`config.mk`:
```
export PLATFORM = sky130hd
export DESIGN_NAME = prv32_alu_arb
export DESIGN_NICKNAME = d
export VERILOG_FILES = /design/src/rtl/prv32_alu_arb_pkg.sv /design/src/rtl/prv32_ALU.sv /design/src/rtl/prv32_alu_arb_rr.sv /design/src/rtl/prv32_alu_arb.sv
export SDC_FILE = /design/constraint.sdc
export NUM_CORES = 1
export LEC_CHECK = 0
export BUFFER_PORTS_ARGS = -buffer_cell sky130_fd_sc_hd__buf_2
export CAP_MARGIN = 20
export CORE_MARGIN = 1.5
export CORE_UTILIZATION = 40
export CTS_CLUSTER_SIZE = 25
export DETAILED_ROUTE_END_ITERATION = 6
export HOLD_SLACK_MARGIN = 0.06
export PLACE_DENSITY_LB_ADDON = 0.25
export SLEW_MARGIN = 20
export SYNTH_ARGS = -nofsm -noshare
export SYNTH_HDL_FRONTEND = slang
export SYNTH_SLANG_ARGS = --single-unit
```
`constraint.sdc`:
```
create_clock -name clk -period 6.8 [get_ports clk]
set_input_delay 1.02 -clock clk [delete_from_list [all_inputs] [get_ports clk]]
set_output_delay 1.02 -clock clk [all_outputs]
set_load 0.03 [all_outputs]
```
`src/rtl/prv32_alu_arb_pkg.sv`:
```
// Shared encodings for the prv32 ALU arbiter slice: ALU function codes,
// arbiter port indices and the packed flag bundle.
package prv32_alu_arb_pkg;

   localparam logic [3:0] ALU_ADD  = 4'b00_00;
   localparam logic [3:0] ALU_SUB  = 4'b00_01;
   localparam logic [3:0] ALU_PASS = 4'b00_11;
   localparam logic [3:0] ALU_OR   = 4'b01_00;
   localparam logic [3:0] ALU_AND  = 4'b01_01;
   localparam logic [3:0] ALU_XOR  = 4'b01_11;
   localparam logic [3:0] ALU_SRL  = 4'b10_00;
   localparam logic [3:0] ALU_SLL  = 4'b10_01;
   localparam logic [3:0] ALU_SRA  = 4'b10_10;
   localparam logic [3:0] ALU_SLT  = 4'b11_01;
   localparam logic [3:0] ALU_SLTU = 4'b11_11;

   localparam int ARB_PORT_EXE = 0;
   localparam int ARB_PORT_AUX = 1;

   typedef struct packed {
      logic cf;
      logic zf;
      logic vf;
      logic sf;
   } alu_flags_t;

endpackage

```
`src/rtl/prv32_ALU.sv`:
```
// Single-cycle prv32 ALU: add/sub, logic, shifts and set-less-than.
// Flags always come from the adder (subtract when alufn[0] is set).
module prv32_ALU
   import prv32_alu_arb_pkg::*;
(
   input  logic [31:0] a,
   input  logic [31:0] b,
   input  logic [4:0]  shamt,
   input  logic [3:0]  alufn,
   output logic [31:0] r,
   output logic        cf,
   output logic        zf,
   output logic        vf,
   output logic        sf
);

   logic [31:0] op_b;
   logic [31:0] add;
   logic [31:0] sh;

   assign op_b      = alufn[0] ? ~b : b;
   assign {cf, add} = {1'b0, a} + {1'b0, op_b} + {32'd0, alufn[0]};
   assign zf        = ~|add;
   assign sf        = add[31];
   // carry into the msb xor carry out of it
   assign vf        = a[31] ^ op_b[31] ^ add[31] ^ cf;

   always_comb begin
      case (alufn[1:0])
         2'b01:   sh = a << shamt;
         2'b10:   sh = $signed(a) >>> shamt;
         default: sh = a >> shamt;
      endcase
   end

   always_comb begin
      r = '0;
      case (alufn)
         ALU_ADD, ALU_SUB: r = add;
         ALU_PASS:         r = b;
         ALU_OR:           r = a | b;
         ALU_AND:          r = a & b;
         ALU_XOR:          r = a ^ b;
         ALU_SRL, ALU_SLL,
         ALU_SRA:          r = sh;
         ALU_SLT:          r = {31'd0, sf ^ vf};
         ALU_SLTU:         r = {31'd0, ~cf};
         default:          r = '0;
      endcase
   end

endmodule

```
`src/rtl/prv32_alu_arb_rr.sv`:
```
// Two-way grant logic: round-robin away from the last winner, or strict
// port-0 priority when PRV32_ALU_ARB_PRIO0_EN is defined.
module prv32_alu_arb_rr
   import prv32_alu_arb_pkg::*;
(
   input  logic [1:0] elig_i,
   input  logic       rr_last_i,
   output logic [1:0] grant_o
);

`ifdef PRV32_ALU_ARB_PRIO0_EN
   logic unused_rr_last;
   assign unused_rr_last = rr_last_i;

   always_comb begin
      grant_o = 2'b00;
      if (elig_i[ARB_PORT_EXE])      grant_o = 2'b01;
      else if (elig_i[ARB_PORT_AUX]) grant_o = 2'b10;
   end
`else
   always_comb begin
      grant_o = 2'b00;
      case (elig_i)
         2'b01:   grant_o = 2'b01;
         2'b10:   grant_o = 2'b10;
         // contention: the port that did not win last time goes now
         2'b11:   grant_o = rr_last_i ? 2'b01 : 2'b10;
         default: grant_o = 2'b00;
      endcase
   end
`endif

endmodule

```
`src/rtl/prv32_alu_arb.sv`:
```
// Shares one prv32_ALU between the execute port and an auxiliary port, with a
// one-deep response register per port. PRV32_ALU_ARB_PRIO0_EN selects fixed priority.
module prv32_alu_arb
   import prv32_alu_arb_pkg::*;
#(
   parameter int NREQ = 2,
   parameter int XLEN = 32
) (
   input  logic                 clk,
   input  logic                 rst,
   input  logic [NREQ-1:0]      req_valid,
   output logic [NREQ-1:0]      req_ready,
   input  logic [NREQ*XLEN-1:0] req_a,
   input  logic [NREQ*XLEN-1:0] req_b,
   input  logic [NREQ*5-1:0]    req_shamt,
   input  logic [NREQ*4-1:0]    req_alufn,
   output logic [NREQ-1:0]      rsp_valid,
   input  logic [NREQ-1:0]      rsp_ready,
   output logic [NREQ*XLEN-1:0] rsp_r,
   output logic [NREQ*4-1:0]    rsp_flags,
   output logic [15:0]          busy_cnt
);

   logic [NREQ-1:0][XLEN-1:0] a_v, b_v;
   logic [NREQ-1:0][4:0]      sh_v;
   logic [NREQ-1:0][3:0]      fn_v;

   assign a_v  = req_a;
   assign b_v  = req_b;
   assign sh_v = req_shamt;
   assign fn_v = req_alufn;

   logic [NREQ-1:0]           rsp_valid_q, rsp_valid_d;
   logic [NREQ-1:0][XLEN-1:0] rsp_r_q, rsp_r_d;
   logic [NREQ-1:0][3:0]      rsp_flags_q, rsp_flags_d;
   logic [15:0]               busy_q, busy_d;
   logic                      rr_last_q, rr_last_d;

   logic [NREQ-1:0] elig, grant;

   // a full slot can take a new request only in the cycle it drains
   assign elig = req_valid & (~rsp_valid_q | rsp_ready);

   prv32_alu_arb_rr u_rr (
      .elig_i    (elig),
      .rr_last_i (rr_last_q),
      .grant_o   (grant)
   );

   assign req_ready = grant;

   logic [XLEN-1:0] alu_a, alu_b, alu_r;
   logic [4:0]      alu_sh;
   logic [3:0]      alu_fn;
   alu_flags_t      alu_fl;

   always_comb begin
      alu_a  = '0;
      alu_b  = '0;
      alu_sh = '0;
      alu_fn = ALU_ADD;
      if (grant[ARB_PORT_EXE]) begin
         alu_a  = a_v[ARB_PORT_EXE];
         alu_b  = b_v[ARB_PORT_EXE];
         alu_sh = sh_v[ARB_PORT_EXE];
         alu_fn = fn_v[ARB_PORT_EXE];
      end else if (grant[ARB_PORT_AUX]) begin
         alu_a  = a_v[ARB_PORT_AUX];
         alu_b  = b_v[ARB_PORT_AUX];
         alu_sh = sh_v[ARB_PORT_AUX];
         alu_fn = fn_v[ARB_PORT_AUX];
      end
   end

   prv32_ALU u_alu (
      .a     (alu_a),
      .b     (alu_b),
      .shamt (alu_sh),
      .alufn (alu_fn),
      .r     (alu_r),
      .cf    (alu_fl.cf),
      .zf    (alu_fl.zf),
      .vf    (alu_fl.vf),
      .sf    (alu_fl.sf)
   );

   always_comb begin
      rsp_valid_d = rsp_valid_q;
      rsp_r_d     = rsp_r_q;
      rsp_flags_d = rsp_flags_q;
      for (int i = 0; i < NREQ; i++) begin
         if (grant[i]) begin
            rsp_valid_d[i] = 1'b1;
            rsp_r_d[i]     = alu_r;
            rsp_flags_d[i] = alu_fl;
         end else if (rsp_ready[i]) begin
            rsp_valid_d[i] = 1'b0;
         end
      end
   end

   always_comb begin
      busy_d = busy_q;
      if (&req_valid && $onehot(grant) && busy_q != 16'hFFFF)
         busy_d = busy_q + 16'd1;
      rr_last_d = (|grant) ? grant[ARB_PORT_AUX] : rr_last_q;
   end

   always_ff @(posedge clk or posedge rst) begin
      if (rst) begin
         rsp_valid_q <= '0;
         rsp_r_q     <= '0;
         rsp_flags_q <= '0;
         busy_q      <= '0;
         rr_last_q   <= 1'b1;
      end else begin
         rsp_valid_q <= rsp_valid_d;
         rsp_r_q     <= rsp_r_d;
         rsp_flags_q <= rsp_flags_d;
         busy_q      <= busy_d;
         rr_last_q   <= rr_last_d;
      end
   end

   assign rsp_valid = rsp_valid_q;
   assign rsp_r     = rsp_r_q;
   assign rsp_flags = rsp_flags_q;
   assign busy_cnt  = busy_q;

endmodule

```
[Word-level counts from Yosys, hierarchy flattened]
Cells that the tools add are included.
Storage, ports and cells
  bits in registers: 91
  output and inout port bits: 92
  logic and storage cells: 72
Operators by class
  add/subtract/negate cells: 4
  equality and inequality tests: 17
  shift-type cells: 3
  mux-type cells: 17
  bitwise gates (word level): 12
  reductions and logical operators: 11
Operator list (count)
  32-bit case mux with 8 select lines: 1
  32-bit two-way mux: 5
  32-bit case mux with 2 select lines: 1
  32-bit by 32-bit adder with 33-bit output: 1
  33-bit by 1-bit adder with 33-bit output: 1
  32-bit bitwise AND: 1
  32-bit NOT: 1
  32-bit bitwise OR: 1
  32-bit OR reduction: 1
  32-bit by 5-bit left shift with 32-bit output: 1
  32-bit by 5-bit >> shifter with 32-bit output: 1
  32-bit by 5-bit >>> shifter with 32-bit output: 1
  32-bit bitwise XOR: 1
  4-bit == test (second input constant): 5
  16-bit by 1-bit adder with 16-bit output (second input constant): 1
  16-bit inequality test (second input constant): 1
  4-bit by 3-bit == test with 1-bit output (second input constant): 3
  5-bit two-way mux: 2
  4-bit two-way mux: 2
  2-bit by 1-bit == test with 1-bit output (second input constant): 3
  2-bit == test (second input constant): 3
  2-bit case mux with 3 select lines: 1
  4-bit by 1-bit == test with 1-bit output (second input constant): 1
  4-bit by 2-bit == test with 1-bit output (second input constant): 1
  other kinds (15): 24

[Longest topological paths before layout]
  depth after elaboration: 15
  depth in mapped cells: 21
  gate-level depth less buffers: 18

[Cells and area by module]
Synthesis repeated with hierarchy kept, for this count alone.
Second synthesis, totals
  cells, all modules: 1476
  area, all modules: 12439.4 um2
By module, submodules not included
  prv32_ALU: instances 1, cells an instance 1144, area an instance 8135.3 um2, sequential area each 0.0 um2
  prv32_alu_arb: instances 1, cells an instance 329, area an instance 4285.4 um2, sequential area each 2278.4 um2
  prv32_alu_arb_rr: instances 1, cells an instance 3, area an instance 18.8 um2, sequential area each 0.0 um2

[Worst setup path after synthesis]
No wires, ideal clock.
  path kind: input to register
  start: input port rsp_ready[0]
  end: register rsp_flags_q (netlist bit rsp_flags[6])
  library setup time: 0.078 ns
  arrival time: 5.819 ns
  data required time: 6.722 ns
  path slack: 0.904 ns
  cell stages on the path: 21
  buffers on the path: 6
  cell sequence: nor2b_1 o211a_1 buf_6 buf_6 clkbuf_1 clkbuf_1 clkbuf_1 a22oi_1 xor2_1 ha_1 clkbuf_1 o211ai_1 a21oi_1 o311ai_0 nand2b_1 xor2_1 or4_1 or4_1 nor4b_1 nand4_1 o21ai_1
Between the ends
  word-level cells in the longest chain between the ends: 12
  elaborated cells on any way between the ends: 18
  classes of those cells: 2 x add/sub; 3 x eq/ne; 8 x mux; 3 x bitwise; 2 x reduce/logical
RTL lines
  from (decl): line prv32_alu_arb.sv:18  | input logic [NREQ-1:0] rsp_ready,
  2-bit bitwise OR (*): line prv32_alu_arb.sv:42  | assign elig = req_valid & (~rsp_valid_q | rsp_ready);
  2-bit bitwise AND (*): line prv32_alu_arb.sv:42
  2-bit == test or 2-bit by 1-bit == test with 1-bit output (tied branches): line prv32_alu_arb_rr.sv:23  | case (elig_i)
  2-bit case mux with 3 select lines (*): line prv32_alu_arb_rr.sv:23
  32-bit two-way mux: line prv32_alu_arb.sv:67  | end else if (grant[ARB_PORT_AUX]) begin
  32-bit two-way mux: line prv32_alu_arb.sv:62  | if (grant[ARB_PORT_EXE]) begin
  32-bit NOT: line prv32_ALU.sv:21  | assign op_b = alufn[0] ? ~b : b;
  32-bit two-way mux: line prv32_ALU.sv:21
  32-bit by 32-bit adder with 33-bit output: line prv32_ALU.sv:22  | assign {cf, add} = {1'b0, a} + {1'b0, op_b} + {32'd0, alufn[0]};
  33-bit by 1-bit adder with 33-bit output: line prv32_ALU.sv:22
  32-bit OR reduction: line prv32_ALU.sv:23  | assign zf = ~|add;
  1-bit logical NOT: line prv32_ALU.sv:23
  to (signal assigned): line prv32_alu_arb.sv:119  | rsp_flags_q <= rsp_flags_d;
  to (decl): line prv32_alu_arb.sv:35  | logic [NREQ-1:0][3:0] rsp_flags_q, rsp_flags_d;
Every way passes the cells marked *; elsewhere a longest branch is shown, timed or not.
A chain may end at the register's enable or synchronous reset.

[Final worst setup path]
  start: input port rsp_ready[1]
  end: register rsp_flags_q (netlist bit rsp_flags[2])
Same word-level chain as after synthesis.

==> out/summary.txt <==
Area growth from synthesis to layout: 16.3%
Post-DP HPWL: 52900 um
Crit end category: flip-flop
Cts repair resizes: 0
Internal power: 2.16 mW
Register area share after synthesis: 0.172
Syn_area_per_cell: 7.88 sq um
Clk pin slew, worst setup/hold paths: 0.07 ns
Finished Core Util: 0.473
Initial core utilization: 0.407
Slew HR: 0.220
Setup TNS: 0 ns
Total net switching power: 2.94 mW
Vias in the first global route: 14.2k
Die height: 185 um
Worst-case clock buffer depth: 2
# clock sinks: 91
Row count: 66
Sequential power share: 0.173
Remaining Overflow, GRT: 0
Hold Fails Final Rpt: 0
Layout cells sized above 1: 0.211
Sw frac: 0.577
DR pass1 iterations: 6
Number of synthesized register bits: 91
Worst-path maximum fanout: 35
Final setup viols: 0
Cts bufs inserted: 9
CTS tree: yes
Min-Delay Path Class: reg -> reg
Clock group share of total power: 0.099
Syn Nets: 1935
Critical Path Start Type: input port
Max-cap violation count: 0
Layout filler cell count: 3332
# port buffers: 243
Post-Synthesis Cells: 1681
Clock root buffer: clkbuf_16
Max IR drop VDD: 0.176 mV
Clock skew: 0.0155 ns
Wire length per cell: 28.1 um
Core area: 32500 sq um
DRT iter0 DRCs: 1510
Status: finished clean
CP Data Required Time: 7.07 ns
Ys flop type: dfrtp_1
H-tree levels: 3
Fmax: 168 MHz
Max Slew Vio Count: 0
Chip width: 185 um
Worst-margin pin slew: 1.16 ns
Worst reg2reg endpoint: rsp_flags[2]
Clk_lat worst skew: 0.35 ns
Initial antenna violation count: 2
Final ANT Viol Nets: 0
Die Area: 34200 sq um
Tcrit/Tclk final: 0.877
CP endpoint: rsp_flags[2]
Synth warn: 0
Data arrival, critical path: 6.24 ns
Lkg Pwr: 7.30 nW
R2R cell count: 17
Vias post-DR: 15.1k
Mapped Area: 13200 sq um
Global-route wire length before repair: 94800 um
Nets: 2143
Overall Global Routing Usage: 0.379
Async S/R FF share, synth: 1.00
GPL Wtd Cong: 1.09
Post-CTS Setup Bufs: 0
Io pins: 244
WS Path Type: in -> reg
CTS Hold Bufs: 0
Comb pwr share: 0.728
Min Tclk post-route: 5.97 ns
Power Dens Cells: 331 nW/um^2
Largest net degree at the start of global routing: 92
Post-synth cell types: 81
Worst reg2reg path startpoint: rr_last_q
PnR Total Power: 5.09 mW
Setup crit start: rsp_ready[1]
Wirelength, routed: 65700 um
Mean number of vias per cell: 6.44
Post-synth EDFFs: 0
DRC errors left: 0
RSZ-0062 raised after global routing: false
FF-to-FF setup slack: 1.17 ns
## worst max-delay path, stage by stage
cell and delay (ns):
buf_2 0.10, nor2b_1 0.29, o211ai_4 0.15, inv_4 0.39, buf_4 0.28, a22oi_1 0.20
xor2_1 0.22, ha_1 0.44, o211ai_1 0.20, a21oi_1 0.11, o311ai_0 0.59, nand2b_1 0.17
xor2_1 0.18, or4_1 0.51, or4_1 0.43, nor4b_1 0.59, nand4_1 0.16, o21ai_1 0.15
## state kept, by name, summed over array words and instances (netlist names)
signal / cells
rsp_r: 64
rsp_valid: 2
rr_last_q: 1
rsp_flags: 8
busy_cnt: 16
## cells in the final DEF (no fill, tap or decap), drive strengths merged, types with 20 or more instances in the layout
cell    netlist  layout
mux2i       202     202
nor2        103     103
xor2         39      39
ha          101     101
a22oi        66      66
nand3        30      30
nor3         38      38
o21ai       132     132
dfrtp        90      90
a211oi       27      27
a22o         25      25
nand2       179     179
buf          47     319
a31oi        20      20
xnor2        36      36
o211ai       28      28
inv          85      86
a21oi        82      82
## cell type report
| cell class | count | area, sq um | share of cell area |
|---|---|---|---|
| clock buffer | 9 | 225 | 0.0146 |
| clock inverter | 7 | 81.3 | 0.00528 |
| multi-input combinational | 1380 | 10100 | 0.656 |
| inverter | 88 | 334 | 0.0217 |
| antenna | 1 | 2.50 | 0.000163 |
| tap | 442 | 553 | 0.0359 |
| sequential | 91 | 2280 | 0.148 |
| timing repair buffer | 319 | 1820 | 0.118 |
## stage by stage
step	worst slack [ns]	instances	cell area (sq um)	hold WS, ns
2_1_floorplan	0.904	1681	13200	0.472
3_3_place_gp	0.652	2320	15100	0.459
3_5_place_dp	0.564	2320	15100	0.466
4_1_cts	0.913	2336	15400	0.481
5_1_grt	0.494	2336	15400	0.491
6_report	0.833	2337	15400	0.476
## worst min path at each step
stage               startpoint         to  cells after the start  slack [ns]
global placement     rsp_r[59]  rsp_r[59]                      2        0.46
finish               rsp_r[19]  rsp_r[19]                      2        0.48
CTS                  rsp_r[30]  rsp_r[30]                      2        0.48
detailed placement   rsp_r[19]  rsp_r[19]                      2        0.47
floorplan            rr_last_q  rr_last_q                      2        0.47
global route         rsp_r[25]  rsp_r[25]                      2        0.49
## per-layer routing
| metal | vias to the layer above | share of wire | GRT usage |
|---|---|---|---|
| li1 | 6705 | - | - |
| met1 | 7369 | 0.40 | 0.474 |
| met2 | 788 | 0.46 | 0.618 |
| met3 | 197 | 0.080 | 0.0733 |
| met4 | 2 | 0.059 | 0.197 |
| met5 | - | 0.00020 | 0 |
## cell families (layout without fill, tap and decap cells)
kind of cell,after synthesis,count (layout),synth area share
other,0,1,0
multiplexers,226,226,0.179
XOR/XNOR,75,75,0.0496
AO/OA/AOI/OAI,546,546,0.289
AND/OR/NAND/NOR,431,431,0.145
buffers and inverters,210,423,0.0679
flip-flops,91,91,0.172
adder cells (fa/ha/maj),102,102,0.0970
## cells in the mapped netlist, types with 16 or more instances
library cell  number  area, sq um
a211oi_1          27          203
a21oi_1           82          410
a221oi_1          18          158
a22o_1            25          219
a22oi_1           48          360
a22oi_2           17          213
a31oi_1           20          125
buf_2             29          145
clkbuf_1          75          282
dfrtp_1           90         2250
ha_1             101         1260
inv_1             83          312
mux2_2            17          191
mux2i_1          201         2010
nand2_1          178          668
nand3_1           30          150
nand4_1           16          100
nor2_1           103          387
nor3_1            38          190
o211ai_1          27          203
o21ai_0          125          626
o22ai_1           17          106
xnor2_1           36          315
xor2_1            39          342
## power groups by stage
stage               registers (mW)  clock network, mW  logic [mW]
finish                       0.881              0.503        3.71
global route                 0.909              0.533        3.91
CTS                          0.881              0.506        3.61
detailed placement           0.892                  0        3.59
global placement             0.885                  0        3.60
floorplan                     1.29                  0        1.89
No activity file was read; power rests on OpenSTA's default activity.
